$ cat src/rtl/palindrome_engine.sv
// Palindrome checker over a private register file: walks front/back
// pointers inward comparing words, either directly or with one side
// digit-reversed, and reports pass/fail plus the first failing front index.
module palindrome_engine #(
    parameter int WIDTH = 32,
    parameter int DEPTH = 32,
    parameter int DIGIT = 4,
    parameter int AW    = $clog2(DEPTH)
) (
    input  logic             clock,
    input  logic             reset,
    input  logic             we,
    input  logic [AW-1:0]    waddr,
    input  logic [WIDTH-1:0] wdata,
    input  logic             go,
    input  logic             mode,
    input  logic [AW-1:0]    base,
    input  logic [AW-1:0]    ending,
    output logic             busy,
    output logic             done,
    output logic             palindrome,
    output logic             error,
    output logic [AW-1:0]    mismatch_addr
);

    localparam int NDIG = WIDTH / DIGIT;

    typedef enum logic [1:0] {IDLE, CHECK, DONE} state_t;

    typedef struct packed {
        logic          pal;
        logic          err;
        logic [AW-1:0] mis;
    } result_t;

    state_t                       state, state_nx;
    logic [AW-1:0]                front, back, front_nx, back_nx;
    logic                         mode_q, mode_nx;
    result_t                      res, res_nx;
    logic [DEPTH-1:0][WIDTH-1:0]  rf;
    logic [WIDTH-1:0]             rd_front, rd_back, back_rev;
    logic                         word_eq, mirr_eq;

    assign rd_front = rf[front];
    assign rd_back  = rf[back];

    // Digit-group reversal of the back word; bit order inside a group is kept.
    for (genvar g = 0; g < NDIG; g++) begin : g_rev
        assign back_rev[g*DIGIT +: DIGIT] = rd_back[(NDIG-1-g)*DIGIT +: DIGIT];
    end

    assign word_eq = (rd_front == rd_back);
    assign mirr_eq = (rd_front == back_rev);

    assign busy          = (state == CHECK);
    assign done          = (state == DONE);
    assign palindrome    = res.pal;
    assign error         = res.err;
    assign mismatch_addr = res.mis;

    // Register file: writes only land while no check is walking the pointers.
    always_ff @(posedge clock or negedge reset) begin
        if (!reset) begin
            rf <= '0;
        end else if (we && state != CHECK) begin
            rf[waddr] <= wdata;
        end
    end

    // State, pointers, latched mode and result registers.
    always_ff @(posedge clock or negedge reset) begin
        if (!reset) begin
            state  <= IDLE;
            front  <= '0;
            back   <= '0;
            mode_q <= 1'b0;
            res    <= '0;
        end else begin
            state  <= state_nx;
            front  <= front_nx;
            back   <= back_nx;
            mode_q <= mode_nx;
            res    <= res_nx;
        end
    end

    // Next-state logic: one pair compared per cycle while in CHECK.
    always_comb begin
        state_nx = state;
        front_nx = front;
        back_nx  = back;
        mode_nx  = mode_q;
        res_nx   = res;
        unique case (state)
            IDLE: begin
                if (go) begin
                    res_nx   = '0;
                    front_nx = base;
                    back_nx  = ending;
                    mode_nx  = mode;
                    if (base > ending) begin
                        res_nx.err = 1'b1;
                        state_nx   = DONE;
                    end else begin
                        state_nx = CHECK;
                    end
                end
            end
            CHECK: begin
                if (!mode_q) begin
                    if (front >= back) begin
                        res_nx.pal = 1'b1;
                        state_nx   = DONE;
                    end else if (!word_eq) begin
                        res_nx.mis = front;
                        state_nx   = DONE;
                    end else begin
                        front_nx = front + AW'(1);
                        back_nx  = back - AW'(1);
                    end
                end else begin
                    // Mirror mode also checks the middle word against itself.
                    if (front > back) begin
                        res_nx.pal = 1'b1;
                        state_nx   = DONE;
                    end else if (!mirr_eq) begin
                        res_nx.mis = front;
                        state_nx   = DONE;
                    end else if (front == back) begin
                        res_nx.pal = 1'b1;
                        state_nx   = DONE;
                    end else begin
                        front_nx = front + AW'(1);
                        back_nx  = back - AW'(1);
                    end
                end
            end
            DONE: begin
                if (!go) state_nx = IDLE;
            end
            default: state_nx = IDLE;
        endcase
    end

endmodule
$ cat config.mk
export PLATFORM = sky130hd
export DESIGN_NAME = palindrome_engine
export DESIGN_NICKNAME = d
export VERILOG_FILES = /design/src/rtl/palindrome_engine.sv
export SDC_FILE = /design/constraint.sdc
export NUM_CORES = 2
export LEC_CHECK = 0
export BUFFER_PORTS_ARGS = -buffer_cell sky130_fd_sc_hd__buf_4
export CAP_MARGIN = 40
export CORE_MARGIN = 1.5
export CORE_UTILIZATION = 40
export DETAILED_ROUTE_END_ITERATION = 8
export HOLD_SLACK_MARGIN = 0.12
export SYNTH_ARGS = -nofsm -noshare
export SYNTH_HDL_FRONTEND = slang
export SYNTH_SLANG_ARGS = --single-unit
$ cat constraint.sdc
create_clock -name clock -period 3.9 [get_ports clock]
set_input_delay 0.78 -clock clock [delete_from_list [all_inputs] [get_ports clock]]
set_output_delay 0.78 -clock clock [all_outputs]
set_load 0.005 [all_outputs]
==> summary.json <==
{
  "outcome": {"value": "finished, violations left"},
  "failed_checks": {"value": "DRC, setup timing"},
  "floorplan.initialDensity": {"value": 40.3, "unit": "%"},
  "leakage": {"value": 32.6, "unit": "nW"},
  "timing.hold.worst_path_depth": {"value": 3},
  "grt_setup_unrepaired": {"value": "yes"},
  "antenna_found_initial": {"value": 4},
  "grt_remaining_overflow": {"value": 0},
  "regToRegStartpoint": {"value": "back[1]"},
  "fp.dieW": {"value": 384, "unit": "um"},
  "remaining_drc_errors": {"value": 16},
  "power.ir.vdd_worst": {"value": 0.425, "unit": "mV"},
  "routed_wire_length_per_instance": {"value": 30.2, "unit": "um"},
  "synth.ff_latch_count": {"value": 1044},
  "clkSinkCount": {"value": 1044},
  "detailedPlacementHpwl": {"value": 130000, "unit": "um"},
  "firstDrtPassIters": {"value": 9},
  "synth_seq_area_share": {"value": 45.0, "unit": "%"},
  "timing.fmax": {"value": 237, "unit": "MHz"},
  "pre_cts_slack": {"value": -633, "unit": "ps"},
  "report.final.slew_viol_count": {"value": 0},
  "grt_start_max_net_pins": {"value": 79},
  "numCtsBuffers": {"value": 115},
  "cp_data_arrival_time": {"value": 4810, "unit": "ps"},
  "holdPathEnd": {"value": "mode_q"},
  "final.period_utilization": {"value": 108, "unit": "%"},
  "io_pins": {"value": 61},
  "clk_lat_worst_skew": {"value": 750, "unit": "ps"},
  "final_nets": {"value": 5074},
  "timing.hold.worst.start": {"value": "mode"},
  "slew_headroom": {"value": 40.2, "unit": "%"},
  "worst_slew_pin_slew": {"value": 897, "unit": "ps"},
  "rrSetupSlack": {"value": -310, "unit": "ps"},
  "setup_violations": {"value": 17},
  "ys_types": {"value": 59},
  "drt-total-wl": {"value": 212000, "unit": "um"},
  "route.antenna.remaining_nets": {"value": 0},
  "via_count_of_the_first_global_routing_pass": {"value": 43112},
  "design.die.area": {"value": 147000, "unit": "um^2"},
  "synthToLayoutAreaGrowth": {"value": 19.7, "unit": "%"},
  "cts_max_level": {"value": 3},
  "critical_path_required": {"value": 4500, "unit": "ps"},
  "critPathCaptureType": {"value": "flip-flop"},
  "power_per_cell_area": {"value": 775, "unit": "nW/um^2"},
  "postSynth.topFlopCell": {"value": "sky130_fd_sc_hd__dfrtp_1"},
  "routability_congestion_estimate": {"value": 0.924},
  "setup_slack": {"value": -311, "unit": "ps"},
  "post_synth_arst_share": {"value": 100, "unit": "%"},
  "dpl-instance-area": {"value": 63600, "unit": "um^2"},
  "synth_enable_flop_cells": {"value": 0},
  "num_vias": {"value": 43199},
  "global_route.usage.total": {"value": 28.3, "unit": "%"},
  "clk_path_buf_depth": {"value": 3},
  "clkSlewWorstSetupHoldPaths": {"value": 60, "unit": "ps"},
  "worstReg2RegEnd": {"value": "front[2]"},
  "post-route-min-period": {"value": 4210, "unit": "ps"},
  "critPathLaunchType": {"value": "flip-flop"},
  "timing.final.hold_violations": {"value": 0},
  "r2r.worst_path.cells": {"value": 17},
  "worstHoldPathType": {"value": "in2reg"},
  "clock_skew": {"value": 22.8, "unit": "ps"},
  "post-route-cell-area": {"value": 69400, "unit": "um^2"},
  "core_area": {"value": 144000, "unit": "um^2"},
  "postSynthAreaPerCell": {"value": 12.2, "unit": "um^2"},
  "dieHeight": {"value": 384, "unit": "um"},
  "total_power": {"value": 53.8, "unit": "mW"},
  "clk_root_buffer_cell": {"value": "sky130_fd_sc_hd__clkbuf_16"},
  "crit_path_max_fanout": {"value": 23},
  "timing_worst_setup_path_type": {"value": "reg2reg"},
  "placementRows": {"value": 139},
  "netlist_area": {"value": 58000, "unit": "um^2"},
  "number_of_violations_reported_at_the_end_of_detailed_routing_iteration_0": {"value": 4532},
  "grt_pass1_wl": {"value": 308000, "unit": "um"},
  "buffer_ports.inserted": {"value": 60},
  "avgViaCountPerCell": {"value": 6.16},
  "syn_nets": {"value": 4832},
  "drive_gt1_share": {"value": 38.0, "unit": "%"},
  "gate_count_after_technology_mapping": {"value": 4768},
  "cts_tree": {"value": "built"},
  "max_cap_viol_count": {"value": 0},
  "fillers": {"value": 12713},
  "synth.yosys.warnings": {"value": 0}
}
worst max path at each step:
stage / slack [ps] / cells after the start / start / end
global placement: -590 / 17 / back[3] / front[2]
CTS: -140 / 19 / front[0] / front[0]
finish: -310 / 17 / back[1] / front[2]
floorplan: 590 / 16 / front[0] / front[3]
global route: -390 / 19 / front[0] / front[2]
detailed placement: -630 / 17 / back[3] / front[2]
report_power, final:
group	internal [mW]	switching (mW)	total, mW
registers	13.2	2.02	15.2
clock network	7.40	4.82	12.2
logic	12.5	13.9	26.4
total	33.1	20.8	53.8
critical path, cell delays in order, from the launching register on:
cell and delay, ps:
sky130_fd_sc_hd__dfrtp_4 460, sky130_fd_sc_hd__buf_12 230, sky130_fd_sc_hd__buf_4 440, sky130_fd_sc_hd__mux2i_1 310, sky130_fd_sc_hd__a22oi_1 130, sky130_fd_sc_hd__nand2_1 80, sky130_fd_sc_hd__o21ai_0 90, sky130_fd_sc_hd__nor2_1 160
sky130_fd_sc_hd__xor2_1 250, sky130_fd_sc_hd__nand4_1 240, sky130_fd_sc_hd__buf_4 220, sky130_fd_sc_hd__nor4_4 270, sky130_fd_sc_hd__buf_4 150, sky130_fd_sc_hd__nand3b_1 190, sky130_fd_sc_hd__a21oi_4 240, sky130_fd_sc_hd__buf_6 150
sky130_fd_sc_hd__a311oi_1 90, sky130_fd_sc_hd__a311o_1 330
per-stage QoR:
step                std cells  setup TNS, ps  hold slack [ps]  util (%)
floorplan                4768              0              457         -
global placement         6716          -8560              496      44.1
detailed placement       6720          -9520              494      44.2
CTS                      6993          -1390              210      48.0
global route             7011          -5410              268      48.3
finish                   7015          -3470              247      48.3
cell usage after synthesis, types with 2 or more instances:
cell type / instances / area (um^2)
sky130_fd_sc_hd__nand4_1: 57 / 357
sky130_fd_sc_hd__a31oi_1: 4 / 25.0
sky130_fd_sc_hd__inv_1: 16 / 60.1
sky130_fd_sc_hd__o21ai_1: 6 / 30.0
sky130_fd_sc_hd__nor2b_1: 7 / 43.8
sky130_fd_sc_hd__mux2_1: 2 / 22.5
sky130_fd_sc_hd__nor4_1: 3 / 18.8
sky130_fd_sc_hd__nand3b_1: 5 / 37.5
sky130_fd_sc_hd__o211ai_1: 2 / 15.0
sky130_fd_sc_hd__o31ai_1: 3 / 22.5
sky130_fd_sc_hd__and4_1: 2 / 17.5
sky130_fd_sc_hd__or4_1: 4 / 30.0
sky130_fd_sc_hd__mux4_2: 26 / 586
sky130_fd_sc_hd__buf_6: 58 / 653
sky130_fd_sc_hd__ha_1: 12 / 150
sky130_fd_sc_hd__o22ai_1: 12 / 75.1
sky130_fd_sc_hd__o21a_1: 3 / 22.5
sky130_fd_sc_hd__nand4_2: 2 / 25.0
sky130_fd_sc_hd__clkbuf_1: 215 / 807
sky130_fd_sc_hd__a211oi_1: 4 / 30.0
sky130_fd_sc_hd__buf_4: 58 / 435
sky130_fd_sc_hd__nand3_1: 216 / 1080
sky130_fd_sc_hd__mux2i_1: 980 / 9810
sky130_fd_sc_hd__a311oi_1: 5 / 43.8
sky130_fd_sc_hd__nor2_1: 55 / 206
sky130_fd_sc_hd__nand2_1: 180 / 676
sky130_fd_sc_hd__or3b_2: 2 / 17.5
sky130_fd_sc_hd__and3_1: 6 / 37.5
sky130_fd_sc_hd__or3_1: 5 / 31.3
sky130_fd_sc_hd__o21ai_0: 35 / 175
sky130_fd_sc_hd__buf_1: 27 / 101
sky130_fd_sc_hd__a221oi_1: 5 / 43.8
sky130_fd_sc_hd__dfrtp_1: 1044 / 26100
sky130_fd_sc_hd__nor3_1: 8 / 40.0
sky130_fd_sc_hd__xor2_1: 36 / 315
sky130_fd_sc_hd__nand2b_1: 6 / 37.5
sky130_fd_sc_hd__nor2_4: 2 / 22.5
sky130_fd_sc_hd__a21oi_1: 126 / 631
sky130_fd_sc_hd__and2_1: 5 / 31.3
sky130_fd_sc_hd__xnor2_1: 23 / 201
sky130_fd_sc_hd__mux2_2: 1027 / 11600
sky130_fd_sc_hd__a22oi_1: 361 / 2710
sky130_fd_sc_hd__buf_2: 97 / 485
flip-flops by register name (all words and copies together) (netlist names):
name,flops
back,5
palindrome,1
mode_q,1
error,1
mismatch_addr,5
rf,1024
front,5
state,2
placed cells by master, fill, tap and decap left out, types with 25 or more instances in the layout:
master,instances
sky130_fd_sc_hd__o21ai_0,30
sky130_fd_sc_hd__clkinv_2,25
sky130_fd_sc_hd__dfrtp_1,1038
sky130_fd_sc_hd__buf_12,132
sky130_fd_sc_hd__mux2_2,1027
sky130_fd_sc_hd__buf_4,384
sky130_fd_sc_hd__nand3_1,214
sky130_fd_sc_hd__xor2_1,33
sky130_fd_sc_hd__clkbuf_16,121
sky130_fd_sc_hd__mux2i_1,969
sky130_fd_sc_hd__a22oi_1,359
sky130_fd_sc_hd__buf_6,28
sky130_fd_sc_hd__a21oi_1,126
sky130_fd_sc_hd__mux4_2,26
sky130_fd_sc_hd__nor2_4,29
sky130_fd_sc_hd__nand4_1,57
sky130_fd_sc_hd__nand2_1,178
sky130_fd_sc_hd__nor2_1,27
area by class of cell:
cell class / instances / area [um^2] / share of cell area [%]
antenna: 5 / 12.5 / 0.0180
clock buffer: 149 / 3260 / 4.69
clock inverter: 65 / 956 / 1.38
inverter: 17 / 63.8 / 0.0919
multi-input combinational: 3252 / 29900 / 43.1
sequential: 1044 / 26100 / 37.6
tap: 1903 / 2380 / 3.43
timing repair buffer: 580 / 6720 / 9.68
cells by family after synthesis:
logic type               synth area share (%)
adder cells (fa/ha/maj)                 0.259
buffers and inverters                    4.39
multiplexers                             37.9
AO/OA/AOI/OAI                            6.78
XOR/XNOR                                0.890
flip-flops                               45.0
AND/OR/NAND/NOR                          4.78
repair_timing:
item                                    4_1_cts  5_1_grt
gates cloned                                 11        4
hold buffers                                  1        0
endpoints found under the setup margin       18       17
pin swaps                                    36       35
hold endpoints to repair                     10        0
setup buffers                                48       13
gates resized for setup                      85       46
layer usage:
metal	GRT usage [%]	wire length, um	vias to the layer above
li1	-	-	18203
met5	0	0	-
met2	43.2	94100	1907
met1	40.2	92600	22693
met4	9.22	7180	0
met3	5.44	17700	396
(Power assumes the default switching activity.)
